File: config.mk
export PLATFORM = sky130hd
export DESIGN_NAME = lcd_msg_seq
export DESIGN_NICKNAME = d
export VERILOG_FILES = /design/src/rtl/lcd_msg_seq.sv
export SDC_FILE = /design/constraint.sdc
export NUM_CORES = 1
export LEC_CHECK = 0
export ABC_AREA = 1
export BUFFER_PORTS_ARGS = -buffer_cell sky130_fd_sc_hd__buf_2
export CORE_MARGIN = 5
export CORE_UTILIZATION = 57
export CTS_CLUSTER_DIAMETER = 80
export DETAILED_ROUTE_END_ITERATION = 12
export MAX_ROUTING_LAYER = met4
export PLACE_DENSITY = 0.85
export SYNTH_ARGS = -nofsm -noshare
export SYNTH_HDL_FRONTEND = slang
export SYNTH_SLANG_ARGS = --single-unit
File: constraint.sdc
create_clock -name clk -period 2.8 [get_ports clk]
set_clock_uncertainty 0.1 [all_clocks]
set_input_delay 0.56 -clock clk [delete_from_list [all_inputs] [get_ports clk]]
set_output_delay 0.56 -clock clk [all_outputs]
set_load 0.005 [all_outputs]
File: src/rtl/lcd_msg_seq.sv
// lcd_msg_seq: byte sequencer ahead of the LCD driver stage.
// Power-up wait, HD44780 8-bit init, then repaints line 1 with the
// ten switch values as '0'/'1' on every switch change.
// Optional: LCD_MSG_SEQ_HEX_EN adds line 2 with three hex digits.
// Ports:
//   clk        slow clock shared with the LCD driver
//   rstBt      async active-low reset
//   switches   raw switches (synchronised here)
//   byte_out   command/character byte (registered)
//   rs_out     0 = command, 1 = character
//   rw_out     tied 0, write only
//   valid      byte_out/rs_out offered to the driver
//   ready      driver accepts; transfer on valid && ready
//   init_done  init sequence finished
//   busy       FSM not in IDLE
module lcd_msg_seq #(
    parameter int PWR_WAIT = 15000,
    parameter int CLR_WAIT = 1600
) (
    input  logic       clk,
    input  logic       rstBt,
    input  logic [9:0] switches,
    output logic [7:0] byte_out,
    output logic       rs_out,
    output logic       rw_out,
    output logic       valid,
    input  logic       ready,
    output logic       init_done,
    output logic       busy
);

    localparam int MAXW = (PWR_WAIT > CLR_WAIT) ? PWR_WAIT : CLR_WAIT;
    localparam int CW   = (MAXW > 1) ? $clog2(MAXW) : 1;
    localparam logic [CW-1:0] PWR_LAST = CW'(PWR_WAIT - 1);
    localparam logic [CW-1:0] CLR_LAST = CW'(CLR_WAIT - 1);

    typedef enum logic [2:0] {
        PWR, INIT, CLRW, IDLE, ADDR, CHAR
`ifdef LCD_MSG_SEQ_HEX_EN
        , HADDR, HEX
`endif
    } state_t;

    state_t          state;
    logic [CW-1:0]   cnt;
    logic [3:0]      idx;
    logic [9:0]      sw_m;
    logic [9:0]      sw_s;
    logic [9:0]      snap;
    logic            force_paint;
    logic            xfer;

    assign rw_out = 1'b0;
    assign xfer   = valid && ready;

    function automatic logic [7:0] bitc(input logic b);
        return b ? 8'h31 : 8'h30;
    endfunction

`ifdef LCD_MSG_SEQ_HEX_EN
    function automatic logic [7:0] hexc(input logic [3:0] d);
        return (d < 4'd10) ? (8'h30 + {4'h0, d}) : (8'h37 + {4'h0, d});
    endfunction
`endif

    always_ff @(posedge clk or negedge rstBt) begin
        if (!rstBt) begin
            sw_m <= '0;
            sw_s <= '0;
        end else begin
            sw_m <= switches;
            sw_s <= sw_m;
        end
    end

    always_ff @(posedge clk or negedge rstBt) begin
        if (!rstBt) begin
            state       <= PWR;
            cnt         <= '0;
            idx         <= '0;
            snap        <= '0;
            force_paint <= 1'b1;
            byte_out    <= 8'h00;
            rs_out      <= 1'b0;
            valid       <= 1'b0;
            init_done   <= 1'b0;
            busy        <= 1'b1;
        end else begin
            unique case (state)
                PWR: begin
                    if (cnt == PWR_LAST) begin
                        cnt      <= '0;
                        idx      <= 4'd0;
                        state    <= INIT;
                        byte_out <= 8'h38;
                        rs_out   <= 1'b0;
                        valid    <= 1'b1;
                    end else begin
                        cnt <= cnt + 1'b1;
                    end
                end
                INIT: begin
                    if (xfer) begin
                        unique case (idx)
                            4'd0: begin
                                byte_out <= 8'h0C;
                                idx      <= 4'd1;
                            end
                            4'd1: begin
                                byte_out <= 8'h01;
                                idx      <= 4'd2;
                            end
                            4'd2: begin
                                // clear-display needs the long wait
                                valid <= 1'b0;
                                cnt   <= '0;
                                idx   <= 4'd3;
                                state <= CLRW;
                            end
                            default: begin
                                valid     <= 1'b0;
                                init_done <= 1'b1;
                                busy      <= 1'b0;
                                state     <= IDLE;
                            end
                        endcase
                    end
                end
                CLRW: begin
                    if (cnt == CLR_LAST) begin
                        cnt      <= '0;
                        state    <= INIT;
                        byte_out <= 8'h06;
                        rs_out   <= 1'b0;
                        valid    <= 1'b1;
                    end else begin
                        cnt <= cnt + 1'b1;
                    end
                end
                IDLE: begin
                    if (force_paint || (sw_s != snap)) begin
                        snap        <= sw_s;
                        force_paint <= 1'b0;
                        state       <= ADDR;
                        byte_out    <= 8'h80;
                        rs_out      <= 1'b0;
                        valid       <= 1'b1;
                        busy        <= 1'b1;
                    end
                end
                ADDR: begin
                    if (xfer) begin
                        idx      <= 4'd0;
                        state    <= CHAR;
                        byte_out <= bitc(snap[9]);
                        rs_out   <= 1'b1;
                    end
                end
                CHAR: begin
                    if (xfer) begin
                        if (idx == 4'd9) begin
`ifdef LCD_MSG_SEQ_HEX_EN
                            state    <= HADDR;
                            byte_out <= 8'hC0;
                            rs_out   <= 1'b0;
`else
                            state    <= IDLE;
                            valid    <= 1'b0;
                            busy     <= 1'b0;
`endif
                        end else begin
                            // snap is painted MSB first
                            byte_out <= bitc(snap[4'd8 - idx]);
                            idx      <= idx + 4'd1;
                        end
                    end
                end
`ifdef LCD_MSG_SEQ_HEX_EN
                HADDR: begin
                    if (xfer) begin
                        idx      <= 4'd0;
                        state    <= HEX;
                        byte_out <= hexc({2'b00, snap[9:8]});
                        rs_out   <= 1'b1;
                    end
                end
                HEX: begin
                    if (xfer) begin
                        unique case (idx)
                            4'd0: begin
                                byte_out <= hexc(snap[7:4]);
                                idx      <= 4'd1;
                            end
                            4'd1: begin
                                byte_out <= hexc(snap[3:0]);
                                idx      <= 4'd2;
                            end
                            default: begin
                                state <= IDLE;
                                valid <= 1'b0;
                                busy  <= 1'b0;
                            end
                        endcase
                    end
                end
`endif
                default: begin
                    state <= PWR;
                    cnt   <= '0;
                    valid <= 1'b0;
                    busy  <= 1'b1;
                end
            endcase
        end
    end

endmodule
==> results.cfg <==
[outcome]
status = completed

[layout]
layout.cells.non_filler = 514
syn2layout_area_growth_pct = 11.3
antennaDiodeCount = 0
final_net_count = 455
final_util = 0.656
drive_gt1_frac = 0.161

[global_routing]
overflow = 0
grt_util_all_layers = 0.203
first_global_vias = 2599
antenna_found_initial = 0
grt_max_degree = 40
grt_pass1_wl_mm = 11.6

[synth]
yosysSeqAreaShare = 0.476
synthCells = 411
syn_area_per_cell_sq_um = 7.95
postSynth.asyncResetShare = 1.00
synth_top_flop_cell = dfrtp_1
synth_edf_count = 0
yosys.area_share.simple = 0.297
synth_xor_area_frac = 0.0107
synth_cell_type_count = 44
muxShareOfSynthArea = 0
synthAdderAreaFrac = 0.0192
ys_seq_elements = 62
yosys_warnings = 0
synth_area_sq_um = 3270
synth-compound-area-share = 0.107
synth_top_family_by_area = simple AND/OR/NAND/NOR gates

[critical_path]
critPathMaxStageDelay_ns = 0.52
r2r_end = state[2]$_DFFE_PN0P_
r2r_cells = 8
crit_start = idx[0]$_DFFE_PN0P_
crit_type = flip-flop to flip-flop
critPathMostFrequentCell = o21ai_0
rrSetupSlack_ns = 0.53
cp.required_ns = 2.92
cp_data_arrival_time_ns = 2.39
cp-end-kind = flip-flop
crit_path_end = state[2]$_DFFE_PN0P_
start_kind = flip-flop
reg2reg_from = idx[0]$_DFFE_PN0P_
critPathSlowestCell = dfrtp_1
crit_chain = clkinv_1 -> ha_1 -> o21ai_0 -> o21ai_1 -> nor2_1 -> nand3_4 -> nand2_1 -> o21ai_0
cp_max_fo = 10

[place]
hpwl_mm = 4.78
place_congestion = 0.968
port-buffer-count = 23
dpl.cell_count = 498

[timing]
slew_headroom = 0.584
whs_ns = 0.110
worst-slew-pin-transition_ns = 0.623
rsz0062_at_grt = false
setup_viol = 0
fin_crit_ns = 2.27
period_share = 0.810
finalHoldViolations = 0
tns_ns = 0
max_freq_mhz = 441
final_max_slew_viol_count = 0

[route]
drt-total-wl_mm = 6.62
drc = 0
vias = 2637
dr.pass1.iters = 5
drt_iter0_markers = 143
wl_per_cell_um = 12.9
avgViaCountPerCell = 5.13
drtAntennaViolNets = 0

[power]
power_mw = 1.82
power.density_nw_per_um2 = 500
ir_drop_uv = 329
leakage_nw = 1.80

[clocking]
cts_resized = 0
cts_max_path_buffers = 2
cts_setup_buffers = 0
cts_made_buffers = 9
path_clk_slew_ns = 0.07
cts.sinks = 62
holdBufCountCts = 0
worstSkewPairLatency_ns = 0.34
root_buffer = clkbuf_8
cts_tree = built
h-tree-depth = 3

[die]
core_area_sq_um = 5540
die_h_um = 85.7
placementRows = 27
dieWidth_um = 85.7
die_area_sq_um = 7340
start_util = 0.589
ios = 26

[run]
drv_cap = 0

[min_path]
hold_path_class = input pin to asynchronous set/reset pin
[routing by layer]
layer	track usage	wire [um]
met2	0.319	3010
met5	-	0
met4	0.0777	108
met1	0.262	3140
met3	0.0375	353
[cell type report]
type,instances,area (sq um)
clock buffers,10,128
clock inverters,6,86.3
fillers,475,1900
inverters,58,221
multi-input cells,282,1420
flip-flops and latches,62,1550
well taps,72,90.1
repair buffers,24,135
[how the worst min path moves through the flow]
stage,startpoint,end,slack [ns],depth (start not counted)
5_1_grt,rstBt,idx[3]$_DFFE_PN0P_,0.15,1
3_3_place_gp,sw_m[0]$_DFF_PN0_,sw_s[0]$_DFF_PN0_,0.23,0
6_report,rstBt,idx[3]$_DFFE_PN0P_,0.11,1
3_5_place_dp,sw_m[0]$_DFF_PN0_,sw_s[0]$_DFF_PN0_,0.23,0
4_1_cts,rstBt,idx[3]$_DFFE_PN0P_,0.12,1
2_1_floorplan,rstBt,byte_out[0]$_DFFE_PN0P_,0.16,0
[worst max-delay path, delay by kind of cell, from the launching register on]
kind	cells	cell delay, ns
DFF	1	0.52
adders and majority gates	1	0.34
buffers and inverters	1	0.32
and+or+nand+nor	3	0.39
AOI/OAI and AO/OA	3	0.47
[power breakdown]
part	leakage [nW]	internal, mW	switching (mW)
registers	0.766	0.910	0.00535
clock network	0.107	0.501	0.360
logic	0.928	0.0132	0.0271
total	1.80	1.42	0.392
[through the flow]
| stage | worst slack (ns) | instance area, sq um |
|---|---|---|
| finish | 0.531 | 3640 |
| global route | 0.243 | 3640 |
| CTS | 0.555 | 3640 |
| detailed placement | 0.632 | 3420 |
| global placement | 0.633 | 3420 |
| floorplan | 0.866 | 3270 |
[registers in the layout (all words and copies together), names as in the netlist, 3 cells and up]
signal and cells:
byte_out 6, cnt 14, idx 4, snap 10
state 3, sw_m 10, sw_s 10
[cell usage in the layout, fill, tap and decap left out, types with 5 or more instances in the layout]
cell type  count
nand2_1      121
dfrtp_1       60
inv_1         49
nor2_1        30
buf_2         23
nand3_1       22
o21ai_0       22
o21ai_1       13
a21oi_1       12
nand4_1       11
clkbuf_8       9
nor2_2         7
nor3_1         7
inv_2          6
ha_1           5
[kinds of logic after synthesis]
kind of cell | count (synthesis)
other cells | 1
xor+xnor | 4
simple gates | 211
compound gates | 60
fa+ha+maj | 5
flops | 62
buf+inv | 68
[synth_stat cells (2+ instances only)]
library cell	n	area share
nand3_2	2	0.0061
nor2_2	7	0.013
a21oi_1	12	0.018
o211ai_1	2	0.0046
buf_6	2	0.0069
nor2_4	2	0.0069
nor2_1	30	0.034
buf_4	4	0.0092
xor2_1	3	0.0080
buf_2	3	0.0046
ha_1	5	0.019
inv_1	49	0.056
dfstp_2	2	0.016
nor3_1	7	0.011
nand2_1	121	0.14
nand2_2	2	0.0038
dfrtp_1	60	0.46
o21ai_1	13	0.020
nand3_1	22	0.034
nand3_4	3	0.016
o21ai_0	22	0.034
inv_2	6	0.0069
nand4_1	11	0.021
No activity file was read; power rests on OpenSTA's default activity.
